### config.mk
export PLATFORM = sky130hd
export DESIGN_NAME = phy_cfg_seq
export DESIGN_NICKNAME = d
export VERILOG_FILES = /design/src/rtl/phy_cfg_seq.sv
export SDC_FILE = /design/constraint.sdc
export NUM_CORES = 1
export LEC_CHECK = 0
export CAP_MARGIN = 20
export CORE_ASPECT_RATIO = 0.7
export CORE_MARGIN = 8
export CORE_UTILIZATION = 35
export DETAILED_ROUTE_END_ITERATION = 10
export PLACE_DENSITY_LB_ADDON = 0.15
export SETUP_SLACK_MARGIN = 0.15
export SLEW_MARGIN = 10
export SYNTH_ARGS = -nofsm -noshare
export SYNTH_HDL_FRONTEND = slang
export SYNTH_SLANG_ARGS = --single-unit
### constraint.sdc
create_clock -name clock -period 6.1 [get_ports clock]
set_clock_uncertainty 0.15 [all_clocks]
set_input_delay 1.22 -clock clock [delete_from_list [all_inputs] [get_ports clock]]
set_output_delay 1.22 -clock clock [all_outputs]
set_load 0.01 [all_outputs]
### src/rtl/phy_cfg_seq.sv
// MDIO configuration sequencer: replays a PHY init table after reset or on
// request, then polls the vendor status and link registers continuously.
module phy_cfg_seq #(
  parameter int         DEPTH    = 32,
  parameter logic [4:0] PHY_ADDR = 5'd0,
  parameter logic [4:0] STAT_REG = 5'd31,
  parameter int         TIMEOUT  = 4096
) (
  input  logic                     clock,
  input  logic                     reset,
  input  logic                     init_request,
  input  logic                     allow_1Gbit,
  input  logic                     cfg_we,
  input  logic [$clog2(DEPTH)-1:0] cfg_idx,
  input  logic [4:0]               cfg_reg,
  input  logic [15:0]              cfg_data,
  input  logic [$clog2(DEPTH):0]   cfg_len,
  output logic [4:0]               mdio_phy,
  output logic [4:0]               mdio_addr,
  output logic [15:0]              mdio_wr_data,
  output logic                     mdio_rd_req,
  output logic                     mdio_wr_req,
  input  logic                     mdio_ready,
  input  logic [15:0]              mdio_rd_data,
  output logic [1:0]               speed,
  output logic                     duplex,
  output logic                     link,
  output logic                     status_valid,
  output logic                     init_done,
  output logic                     busy,
  output logic                     error,
  output logic                     link_change
);
  localparam int IW = $clog2(DEPTH);
  localparam int LW = IW + 1;
  localparam int TW = $clog2(TIMEOUT + 1);
  localparam logic [TW-1:0] TMAX = TW'(TIMEOUT - 1);

  typedef enum logic [2:0] {IDLE, INIT, POLL_STAT, POLL_LINK, ERR_WAIT} state_t;
  typedef enum logic [1:0] {PH_IDLE, PH_REQ, PH_WAIT} phase_t;

  logic [4:0]  mem_reg [DEPTH];
  logic [15:0] mem_dat [DEPTH];

  state_t        state_q, state_d;
  phase_t        ph_q, ph_d;
  logic [TW-1:0] tmr_q, tmr_d;
  logic [IW-1:0] idx_q, idx_d;
  logic          g1_q, g1_d, pend_q, pend_d;
  logic          rd_req_q, rd_req_d, wr_req_q, wr_req_d;
  logic [4:0]    phy_q, phy_d, addr_q, addr_d;
  logic [15:0]   wdata_q, wdata_d;
  logic [1:0]    speed_q, speed_d;
  logic          duplex_q, duplex_d, link_q, link_d, sv_q, sv_d;
  logic          done_q, done_d, busy_q, busy_d, err_q, err_d, lchg_q, lchg_d;
  logic [4:0]    ent_reg;
  logic [15:0]   ent_dat;
  logic          reinit, acc_done, tmo, go_init;

  // Table is deliberately outside reset so its contents survive a PHY reset.
  always_ff @(posedge clock)
    if (cfg_we && state_q != INIT && state_q != ERR_WAIT) begin
      mem_reg[cfg_idx] <= cfg_reg;
      mem_dat[cfg_idx] <= cfg_data;
    end

  always_comb begin
    ent_reg = mem_reg[idx_q];
    ent_dat = mem_dat[idx_q];
    if (ent_reg == 5'd9) ent_dat[9] = g1_q;
  end

  always_comb begin
    state_d = state_q;  ph_d = ph_q;  tmr_d = tmr_q;  idx_d = idx_q;  g1_d = g1_q;
    rd_req_d = rd_req_q;  wr_req_d = wr_req_q;
    phy_d = phy_q;  addr_d = addr_q;  wdata_d = wdata_q;
    speed_d = speed_q;  duplex_d = duplex_q;  link_d = link_q;  sv_d = sv_q;
    done_d = done_q;  err_d = err_q;  lchg_d = 1'b0;
    reinit = pend_q | init_request | (allow_1Gbit != g1_q);
    pend_d = reinit;
    acc_done = 1'b0;  tmo = 1'b0;  go_init = 1'b0;

    case (ph_q)
      PH_IDLE:
        if (mdio_ready && (state_q == INIT || state_q == POLL_STAT || state_q == POLL_LINK)) begin
          ph_d     = PH_REQ;
          tmr_d    = '0;
          phy_d    = PHY_ADDR;
          rd_req_d = (state_q != INIT);
          wr_req_d = (state_q == INIT);
          addr_d   = (state_q == INIT) ? ent_reg : (state_q == POLL_STAT) ? STAT_REG : 5'd1;
          if (state_q == INIT) wdata_d = ent_dat;
        end
      PH_REQ:
        if (!mdio_ready) begin
          rd_req_d = 1'b0;  wr_req_d = 1'b0;  ph_d = PH_WAIT;  tmr_d = '0;
        end else if (tmr_q == TMAX) tmo = 1'b1;
        else tmr_d = tmr_q + 1'b1;
      PH_WAIT:
        if (mdio_ready) begin
          acc_done = 1'b1;  ph_d = PH_IDLE;
        end else if (tmr_q == TMAX) tmo = 1'b1;
        else tmr_d = tmr_q + 1'b1;
      default: ph_d = PH_IDLE;
    endcase

    if (tmo) begin
      rd_req_d = 1'b0;  wr_req_d = 1'b0;  ph_d = PH_IDLE;
      err_d = 1'b1;  state_d = ERR_WAIT;
    end

    if (acc_done)
      case (state_q)
        INIT:
          if (reinit) go_init = 1'b1;
          else if (LW'(idx_q) + LW'(1) >= cfg_len) begin
            state_d = POLL_STAT;  done_d = 1'b1;  err_d = 1'b0;
          end else idx_d = idx_q + 1'b1;
        POLL_STAT: begin
          speed_d  = mdio_rd_data[6:5];
          duplex_d = mdio_rd_data[3];
          if (reinit) go_init = 1'b1;
          else state_d = POLL_LINK;
        end
        POLL_LINK: begin
          link_d = mdio_rd_data[2];
          lchg_d = (mdio_rd_data[2] != link_q);
          sv_d   = 1'b1;
          if (reinit) go_init = 1'b1;
          else state_d = POLL_STAT;
        end
        default: ;
      endcase

    if ((state_q == IDLE || state_q == ERR_WAIT) && mdio_ready) go_init = 1'b1;

    // allow_1Gbit is captured here and used for every reg-9 write of this pass.
    if (go_init) begin
      idx_d = '0;  g1_d = allow_1Gbit;  pend_d = 1'b0;
      done_d = 1'b0;  sv_d = 1'b0;
      if (cfg_len == '0) begin
        state_d = POLL_STAT;  done_d = 1'b1;  err_d = 1'b0;
      end else state_d = INIT;
    end

    busy_d = (state_d == INIT || state_d == ERR_WAIT);
  end

  always_ff @(posedge clock or posedge reset)
    if (reset) begin
      state_q <= IDLE;  ph_q <= PH_IDLE;  tmr_q <= '0;  idx_q <= '0;
      g1_q <= 1'b0;  pend_q <= 1'b1;
      rd_req_q <= 1'b0;  wr_req_q <= 1'b0;
      phy_q <= '0;  addr_q <= '0;  wdata_q <= '0;
      speed_q <= 2'b00;  duplex_q <= 1'b0;  link_q <= 1'b0;  sv_q <= 1'b0;
      done_q <= 1'b0;  busy_q <= 1'b0;  err_q <= 1'b0;  lchg_q <= 1'b0;
    end else begin
      state_q <= state_d;  ph_q <= ph_d;  tmr_q <= tmr_d;  idx_q <= idx_d;
      g1_q <= g1_d;  pend_q <= pend_d;
      rd_req_q <= rd_req_d;  wr_req_q <= wr_req_d;
      phy_q <= phy_d;  addr_q <= addr_d;  wdata_q <= wdata_d;
      speed_q <= speed_d;  duplex_q <= duplex_d;  link_q <= link_d;  sv_q <= sv_d;
      done_q <= done_d;  busy_q <= busy_d;  err_q <= err_d;  lchg_q <= lchg_d;
    end

  assign mdio_phy     = phy_q;
  assign mdio_addr    = addr_q;
  assign mdio_wr_data = wdata_q;
  assign mdio_rd_req  = rd_req_q;
  assign mdio_wr_req  = wr_req_q;
  assign speed        = speed_q;
  assign duplex       = duplex_q;
  assign link         = link_q;
  assign status_valid = sv_q;
  assign init_done    = done_q;
  assign busy         = busy_q;
  assign error        = err_q;
  assign link_change  = lchg_q;
endmodule

Word level (Yosys, flattened, before mapping)
Memories as Yosys holds them, arrays and structs flattened.
Index checks and enable logic that the tools add are counted.
Widths: inputs -> output; s select.
{"block": "op_classes", "addsub": 3, "n_lt_le_gt_ge": 1, "n_eq_ne": 21, "mux": 65, "bitwise": 2, "reduce_logical": 28}
{"cell": "$mux 13", "count": 4}
{"cell": "$pmux 13 s3", "count": 1}
{"cell": "$mux 1", "count": 36}
{"cell": "$mux 5", "count": 7}
{"cell": "$mux 3", "count": 7}
{"cell": "$add 13x1->13 const B", "count": 1}
{"cell": "$eq 13x12->1 const B", "count": 1}
{"cell": "$ne 3x3->1 const B", "count": 4}
{"cell": "$reduce_and 3->1", "count": 4}
{"cell": "$mux 2", "count": 5}
{"cell": "$pmux 3 s3", "count": 1}
{"cell": "$reduce_and 2->1", "count": 4}
{"cell": "$reduce_and 4->1", "count": 2}
{"cell": "$reduce_bool 2->1", "count": 4}
{"cell": "$add 5x1->6 const B", "count": 1}
{"cell": "$eq 3x1->1 const B", "count": 2}
{"cell": "$eq 3x2->1 const B", "count": 2}
{"cell": "$eq 3x3->1 const B", "count": 2}
{"cell": "$ge 6x6->1", "count": 1}
{"cell": "$logic_not 6->1", "count": 1}
{"cell": "$ne 2x2->1 const B", "count": 3}
{"cell": "$pmux 1 s2", "count": 3}
{"cell": "$pmux 2 s3", "count": 1}
{"cell": "$reduce_bool 3->1", "count": 2}
{"cell": "13 further kinds", "count": 21}
{"block": "word_totals", "ff_bits": 57, "ram_bits": 672, "in_bits": 54, "out_inout_bits": 37, "n_memories": 2}
{"memory": "mem_dat", "depth": 32, "word_bits": 16, "read_ports": 1, "rd_clocked_by_memory_dff": 0, "write_ports": 1, "line": "43", "source": "logic [15:0] mem_dat [DEPTH];"}
{"memory": "mem_reg", "depth": 32, "word_bits": 5, "read_ports": 1, "rd_clocked_by_memory_dff": 0, "write_ports": 1, "line": "42", "source": "logic [4:0] mem_reg [DEPTH];"}

Logic depth before layout (Yosys ltp)
Gate-level depths: netlist (run 1).
{"block": "logic_depth", "depth_word": 12, "depth_mapped": 13}

Worst setup path after synthesis (run 1)
Ideal clock, no wire load.
{"block": "synth_path", "path_kind": "input to register", "start": "input cfg_idx[1]", "end": "memory mem_dat[16][0], enable pin", "t_arrival_ns": 2.600, "required_ns": 5.551, "setup_slack_ns": 2.952, "stages": 3, "n_path_buf": 1, "path_cell_list": "or2_2 -> buf_1 -> nor2_1"}
{"item": "from (decl)", "line": "14", "source": "input logic [$clog2(DEPTH)-1:0] cfg_idx,"}
{"item": "to (decl)", "line": "43"}
Straight into the memory's write port.

Worst setup path after layout (run 1)
{"block": "layout_path", "start": "register idx_q[1]", "end": "register wdata_q[9] (netlist: mdio_wr_data[9])"}
{"block": "layout_via", "elab_chain_cells": 3, "word_cells_on_any_way": 4, "cone_classes": "eq/ne (1); mux (1); memory (2)"}
{"item": "from (decl)", "line": "48", "source": "logic [IW-1:0] idx_q, idx_d;"}
{"item": "from (signal assigned)", "line": "158", "source": "state_q <= state_d; ph_q <= ph_d; tmr_q <= tmr_d; idx_q <= idx_d;"}
{"item": "$mem_v2 32x5"}
{"item": "$eq 5x4->1", "line": "70", "source": "if (ent_reg == 5'd9) ent_dat[9] = g1_q;"}
{"item": "$mux 1 (*)", "line": "70"}
{"item": "to (signal assigned)", "line": "161", "source": "phy_q <= phy_d; addr_q <= addr_d; wdata_q <= wdata_d;"}
{"item": "to (decl)", "line": "52", "source": "logic [15:0] wdata_q, wdata_d;"}
Mark *: on every way between the ends. The rest lies on a longest branch, timed or not.
A chain may end at the register's enable or synchronous reset.

==> results.toml, run 1 <==
[timing]
rsz0062_at_grt = "no"
setup_slack_ps = 2354
slew_headroom_pct = 24.51
period_needed_ps = 3746
slew_viol_final = 0
worst_slew_pin_slew_ps = 1130
finalSetupViolations = 0
finalCritPeriodShare_pct = 61.41
fin_setup_tns_ps = 0
max_freq_ghz = 0.2669
final_hold_viol_count = 0

[final_layout]
regArea_sq_um = 21620
largest_reg_flops = 512
multi_input_area_sq_um = 6887
area_growth_pct = 16.68
drive_gt1_share_pct = 23.47
fin_area_sq_um = 33480
layout.nets = 1582
nFillCells = 7141
diodes = 0
final_cells = 2644

[detailed_routing]
drtPass1Iterations = 5
highest_layer = "met4"
wl_per_cell_um = 27.34
dr_total_vias = 13970
vias_per_cell = 5.284
wl_met2_um = 32630
routed_wl_um = 72300
ant_nets = 0
drcViolationCount = 0
met3_length_um = 3441
met1Wirelength_um = 34890
drt_iter0_markers = 1314

[floorplanning]
die_area_sq_um = 91530
start_util_pct = 35.07
die_y_um = 255.5
rows = 88
chipWidth_um = 358.2
ioPinCount = 91
core_area_sq_um = 81810

[pwr]
combPwrFrac_pct = 9.6
power_density_nw_per_um2 = 327.0
p_seq_share_pct = 51.6
power.internal_mw = 8.435
leakagePower_nw = 10.23
finalPower_mw = 10.95
p_sw_mw = 2.513
ir_worst_vdd_uv = 189.5
clockPowerShare_pct = 38.7
sw_frac_of_total_pct = 22.95

[critical_path]
reg2reg_slack_ps = 2350
worstSetupEndpointType = "register"
worstSetupStartpointType = "register"
cp.required_ps = 6410
cp_max_fo = 39
crit_chain = "buf_4, mux4_2, a22oi_1, nand4_1, nand2b_1, nor4_1, o31ai_2"
worst-endpoint-arrival_ps = 4060
r2r-start = "idx_q[1]"
ff2ff_path_depth = 7
path_class = "reg -> reg"
reg2reg_to = "mdio_wr_data[9]"
slowest_delay_ps = 730
crit_path_top_delay_cell = "dfrtp_4"

[yosys]
synth_ff_type = "edfxtp_1"
synth_common_cells = "edfxtp_1 (672), mux4_2 (173), mux2i_1 (73), nor2_1 (66), dfrtp_1 (56)"
synthCells = 1400
yosysTopAreaCell = "edfxtp_1"
synth_edf_count = 672
synth_seq_cells = 729
postSynth.asyncResetShare_pct = 7.819
syn-cell-area_sq_um = 28690
synth_most_common_cell = "edfxtp_1"
yosys_warnings = 0
seq_area_frac_synth_pct = 75.31
synth_area_per_cell_sq_um = 20.49
synth.area.top_cells = "edfxtp_1 (70%), mux4_2 (14%), dfrtp_1 (4.9%)"
yosys.cell_types.count = 59
synth.top_cell.area_share_pct = 70.34

[placement]
numPlacedInstances = 2505
dpl-instance-area_sq_um = 30980
preCtsSetupSlack_ps = 1833
io_buffers = 73
finalWeightedCongestion = 0.7481
dp.final_hpwl_um = 41810

[min_path]
hold_end = "mdio_wr_data[7]"
hp-start = "mdio_wr_data[7]"
min_path_type = "reg -> reg"
worstHoldPathCells = 2

[clock_tree]
cts_max_path_buffers = 3
cts_tree = "yes"
cts_sinks = 729
post_cts_resized = 0
cts_max_level = 3
hold_buffers = 0
cts_buffers = 71
post_cts.repair.setup_buffers = 0
insertion_delay_ps = 610
cts-root-buf = "clkbuf_16"
clkTransAtPathRegs_ps = 60

[grt]
grt_overflow_total = 0
antenna_found_initial = 0
grt_max_degree = 107
grt_pass1_vias = 14440
grt_pass1_wl_um = 104700
grt_usage_pct = 15.79

[job]
cap_violations = 0

[outcome]
status = "complete, no violations"
kinds of logic (layout without fill, tap and decap cells):
logic type / count (synthesis) / in the layout / share of synthesized area [%]
DFF: 729 / 729 / 75.31
muxes: 251 / 251 / 16.32
and+or+nand+nor: 209 / 209 / 3.533
AOI/OAI and AO/OA: 90 / 90 / 2.111
buffers and inverters: 89 / 249 / 1.592
other: 1 / 5 / 0.01307
adders and majority gates: 13 / 13 / 0.5670
xor gates and xnor gates: 18 / 18 / 0.5495
how the worst max path moves through the flow:
stage,slack [ps],endpoint,start,cells past startpoint
3_3_place_gp,1780,mem_dat[21][6],cfg_we,7
4_1_cts,2290,mdio_wr_data[9],idx_q[0],7
5_1_grt,2170,mdio_wr_data[9],idx_q[0],7
2_1_floorplan,2950,mem_dat[16][0],cfg_idx[1],3
6_report,2350,mdio_wr_data[9],idx_q[1],7
3_5_place_dp,1830,mem_dat[18][3],cfg_we,5
power by group through the flow:
stage / combinational [mW] / clock, mW / sequential, mW
2_1_floorplan: 0.609 / 0 / 5.74
3_3_place_gp: 1.05 / 0 / 5.76
3_5_place_dp: 1.06 / 0 / 5.76
4_1_cts: 1.06 / 4.34 / 5.66
5_1_grt: 1.15 / 4.52 / 5.67
6_report: 1.05 / 4.24 / 5.65
critical path: cells and delay by family (launching register included):
kind | cells | cell delay, ps
AND/OR/NAND/NOR | 3 | 910
flip-flops | 1 | 730
buffers and inverters | 1 | 650
multiplexers | 1 | 610
AO/OA/AOI/OAI | 2 | 470
stage by stage:
stage               utilization, %  hold slack [ps]
global route                 40.92            374.6
finish                       40.92            345.2
global placement             37.63            329.1
detailed placement           37.87            338.2
CTS                          40.56            352.5
floorplan                        -            331.1
cell usage in the layout (no fill, tap or decap), types with 8 or more instances in the layout:
cell / Yosys / final
nor2_4: 0 / 32
ha_1: 13 / 13
a21oi_1: 19 / 19
inv_1: 13 / 12
clkinv_2: 0 / 11
nand4_1: 9 / 9
clkinv_1: 0 / 11
buf_16: 0 / 8
nand2b_1: 9 / 9
nor2b_1: 10 / 10
edfxtp_1: 672 / 672
xor2_1: 11 / 11
a22oi_1: 18 / 18
nand2_1: 51 / 51
clkbuf_1: 22 / 11
clkbuf_16: 0 / 73
nor2_1: 66 / 34
mux2i_1: 73 / 73
clkdlybuf4s50_1: 0 / 73
buf_4: 15 / 13
o21ai_1: 15 / 15
mux4_2: 173 / 173
dfrtp_1: 56 / 51
nand3_1: 24 / 23
buf_8: 0 / 13
routing by layer:
layer,global-route usage (%),up-vias
met5,0,-
met4,3.469,0
met3,2.670,92
met2,23.84,370
met1,23.88,7544
li1,-,5964
area by class of cell:
class | instances | area share (%)
Clock inverter | 33 | 0.7812
Sequential cell | 729 | 64.59
Timing Repair Buffer | 113 | 4.074
Multi-Input combinational cell | 586 | 20.57
Tap cell | 1080 | 4.037
Clock buffer | 89 | 5.786
Inverter | 14 | 0.1570
Note: power is estimated with default switching activity, not from simulation.
==> run 2: changes to the inputs <==
- clock period: 6.1 -> 3.9 ns (I/O delays scaled with it)
==> results.toml, run 2 (synthesized netlist as in run 1, its figures left out) <==
[outcome]
status = "complete, no violations"

[critical_path]
worstSetupEndpointType = "register"
reg2reg_slack_ps = 770
worstSetupStartpointType = "register"
reg2reg_to = "busy"
path_class = "reg -> reg"
r2r-start = "idx_q[1]"
worst-endpoint-arrival_ps = 3480
cp.required_ps = 4250
ff2ff_path_depth = 10
cp_max_fo = 21

[grt]
grt_max_degree = 94
grt_overflow_total = 0
grt_pass1_vias = 14700
grt_usage_pct = 15.99
grt_pass1_wl_um = 105900
antenna_found_initial = 4

[timing]
rsz0062_at_grt = "no"
slew_headroom_pct = 29.78
max_freq_ghz = 0.3192
whs_ps = 246.4
final_hold_viol_count = 0
finalCritPeriodShare_pct = 80.33
fin_setup_tns_ps = 0
slew_viol_final = 0
period_needed_ps = 3133
worst_slew_pin_slew_ps = 1050
finalSetupViolations = 0

[detailed_routing]
routed_wl_um = 73380
wl_per_cell_um = 27.10
vias_per_cell = 5.241
drt_iter0_markers = 1459
dr_total_vias = 14190
ant_nets = 0
drcViolationCount = 0
drtPass1Iterations = 5

[clock_tree]
cts-root-buf = "clkbuf_16"
post_cts_resized = 0
cts_tree = "yes"
post_cts.repair.setup_buffers = 0
hold_buffers = 0
cts_max_level = 3
cts_max_path_buffers = 3
cts_buffers = 71
clkTransAtPathRegs_ps = 60
insertion_delay_ps = 610
cts_sinks = 729

[floorplanning]
ioPinCount = 91
rows = 88
core_area_sq_um = 81810
die_area_sq_um = 91530
die_y_um = 255.5
chipWidth_um = 358.2
start_util_pct = 35.07

[final_layout]
multi_input_area_sq_um = 6887
largest_reg_flops = 512
drive_gt1_share_pct = 25.71
area_growth_pct = 17.88
layout.nets = 1638
regArea_sq_um = 21620
layout_commonest_cell = "edfxtp_1"
final_cells = 2708
nFillCells = 7233
layout_common_cells = "edfxtp_1 (672), mux4_2 (173), clkbuf_16 (74)"

[placement]
io_buffers = 73
dp.final_hpwl_um = 45500
finalWeightedCongestion = 0.7903
numPlacedInstances = 2570

[pwr]
ir_worst_vdd_uv = 276.5
power_density_nw_per_um2 = 504.7
leakagePower_nw = 10.49

[min_path]
min_path_type = "in -> async"

[job]
cap_violations = 0
[run 2: area by class of cell]
type                    count  area share (%)
flip-flops and latches    729           63.94
multi-input cells         586           20.36
clock buffers             103           5.856
repair buffers            169           5.098
well taps                1080           3.996
clock inverters            25          0.5808
inverters                  14          0.1554
diodes                      2         0.01480
[run 2: power breakdown]
group	total, mW	leakage [nW]	internal, mW	switching (mW)
Combinational	1.72	2.66	0.819	0.897
Clock	6.55	1.06	3.68	2.87
Sequential	8.80	6.76	8.69	0.113
[run 2: critical path, stage by stage, from the launching register on]
cell,delay [ps]
dfrtp_4,690
ha_1,350
nand3_1,130
xnor2_1,170
ha_1,290
a21o_1,160
a21oi_1,180
o21ai_0,170
a31oi_1,240
o221ai_1,190
a221oi_1,310
[run 2: metrics by stage]
stage          util [%]  setup slack [ps]  area [sq um]  total power, mW
2_1_floorplan         -             832.9         28710            9.937
3_3_place_gp      38.51             506.0         31510            10.67
3_5_place_dp      38.51             510.7         31510            10.70
4_1_cts           41.17             765.6         33680            17.27
5_1_grt           41.33             543.7         33810            17.70
6_report          41.34             767.2         33820            17.07
[run 2: worst max path at each step]
stage,from,endpoint,slack [ps],cells past startpoint
3_3_place_gp,cfg_we,mem_reg[14][2],510,8
5_1_grt,idx_q[1],busy,540,10
6_report,idx_q[1],busy,770,10
3_5_place_dp,cfg_we,mem_reg[14][2],510,8
2_1_floorplan,idx_q[1],busy,830,13
4_1_cts,idx_q[1],mdio_wr_data[9],770,8
[run 2: metal layers]
layer | wire length, um | track usage [%] | vias to the layer above
li1 | - | - | 6069
met1 | 35190 | 24.57 | 7659
met2 | 32520 | 23.58 | 377
met3 | 4298 | 2.805 | 88
met4 | 1366 | 3.625 | 0
met5 | 0 | 0 | -
==> run 3: changes to the inputs <==
- clock period: 3.9 -> 3.2 ns (I/O delays scaled with it)
==> results.toml, run 3 (synthesized netlist as in run 1, its figures left out) <==
[detailed_routing]
wl_per_cell_um = 25.80
met1Wirelength_um = 35090
ant_nets = 0
drt_iter0_markers = 1166
drcViolationCount = 0
met3_length_um = 3194
vias_per_cell = 5.134
drtPass1Iterations = 6
highest_layer = "met4"
wl_met2_um = 31270
routed_wl_um = 70790
dr_total_vias = 14090

[pwr]
ir_worst_vdd_uv = 351.5
power.internal_mw = 16.37
p_sw_mw = 4.790
p_seq_share_pct = 50.7
sw_frac_of_total_pct = 22.64
leakagePower_nw = 10.82
clockPowerShare_pct = 39.0
power_density_nw_per_um2 = 610.5
combPwrFrac_pct = 10.3
finalPower_mw = 21.16

[grt]
grt_usage_pct = 15.47
grt_pass1_vias = 14630
grt_pass1_wl_um = 103100
grt_overflow_total = 0
antenna_found_initial = 1
grt_max_degree = 49

[critical_path]
worstSetupEndpointType = "register"
path_class = "reg -> reg"
worst-endpoint-arrival_ps = 3220
cp_max_fo = 20
worstSetupStartpointType = "register"
cp.required_ps = 3570

[placement]
preCtsSetupSlack_ps = 135.8
io_buffers = 73
dp.final_hpwl_um = 45740
finalWeightedCongestion = 0.7900

[final_layout]
layout.nets = 1678
drive_gt1_share_pct = 27.66
layout_commonest_cell = "edfxtp_1"
layout_common_cells = "edfxtp_1 (672), mux4_2 (173), buf_4 (77)"
nFillCells = 7120
largest_reg_flops = 512
area_growth_pct = 20.82

[job]
cap_violations = 0

[timing]
setup_slack_ps = 354.6
slew_viol_final = 0
slew_headroom_pct = 36.94
rsz0062_at_grt = "no"
final_hold_viol_count = 0
worst_slew_pin_slew_ps = 942.9
max_freq_ghz = 0.3514
period_needed_ps = 2845
fin_setup_tns_ps = 0
finalCritPeriodShare_pct = 88.92
finalSetupViolations = 0

[floorplanning]
start_util_pct = 35.07
rows = 88
die_y_um = 255.5
core_area_sq_um = 81810
die_area_sq_um = 91530
chipWidth_um = 358.2
ioPinCount = 91

[clock_tree]
cts_tree = "yes"
cts_buffers = 71
insertion_delay_ps = 620
hold_buffers = 0
cts_sinks = 729
clkTransAtPathRegs_ps = 70
cts-root-buf = "clkbuf_16"
cts_max_level = 3
post_cts.repair.setup_buffers = 0
cts_max_path_buffers = 3
post_cts_resized = 0

[outcome]
status = "complete, no violations"

[min_path]
min_path_type = "in -> async"
[run 3: cell count changes in the layout (fill, tap and decap cells not counted), sizes merged]
cell      previous run  this run
clkinv              19        17
inv                 17        16
buf                 96       136
clkbuf             103        97
bufinv               2         5
diode                2         1
clkinvlp             1         4
[run 3: cell type report]
cell class / instances / area, sq um / area share, %
tap: 1080 / 1351 / 3.899
multi-input combinational: 586 / 6887 / 19.87
antenna: 1 / 2.502 / 0.007219
sequential: 729 / 21620 / 62.38
clock inverter: 28 / 292.8 / 0.8447
timing repair buffer: 209 / 2490 / 7.183
clock buffer: 97 / 1966 / 5.671
inverter: 14 / 52.55 / 0.1516
[run 3: worst paths after layout]
kind	start	end	slack, ps	cells past startpoint
hold / removal	reset	tmr_q[5]	190	2
max in group asynchronous	reset	pend_q	2040	3
setup reg to reg	idx_q[1]	mdio_wr_data[9]	350	9
min in group clock	mdio_wr_data[4]	mdio_wr_data[4]	340	2
setup / recovery	idx_q[1]	mdio_wr_data[9]	350	9
hold reg to reg	mdio_wr_data[4]	mdio_wr_data[4]	340	2
[run 3: layer usage]
metal | track usage (%) | up-vias
met5 | 0 | -
met4 | 3.246 | 0
met3 | 2.955 | 88
met2 | 22.67 | 317
met1 | 23.84 | 7539
li1 | - | 6143
[run 3: power by group through the flow]
| stage | registers [mW] | logic, mW | clock network (mW) |
|---|---|---|---|
| floorplan | 11.0 | 1.16 | 0 |
| global placement | 10.9 | 2.16 | 0 |
| detailed placement | 10.9 | 2.19 | 0 |
| CTS | 10.7 | 2.20 | 8.48 |
| global route | 10.7 | 2.38 | 8.80 |
| finish | 10.7 | 2.18 | 8.25 |
[run 3: worst max-delay path: stages, from the launching register on]
cell      delay [ps]
dfrtp_4          480
buf_4            180
buf_4            150
buf_12           160
mux4_2           310
a22oi_1          360
nand4_1          230
nand2b_1         220
o31a_1           310
o31ai_2          190
[run 3: per-stage QoR]
| step | hold WS, ps | instance area, sq um | instances | utilization [%] |
|---|---|---|---|---|
| 2_1_floorplan | 331.1 | 28710 | 1404 | - |
| 3_3_place_gp | 327.9 | 32340 | 2611 | 39.53 |
| 3_5_place_dp | 328.6 | 32340 | 2611 | 39.53 |
| 4_1_cts | 170.0 | 34590 | 2736 | 42.29 |
| 5_1_grt | 198.8 | 34660 | 2743 | 42.37 |
| 6_report | 190.7 | 34660 | 2744 | 42.37 |
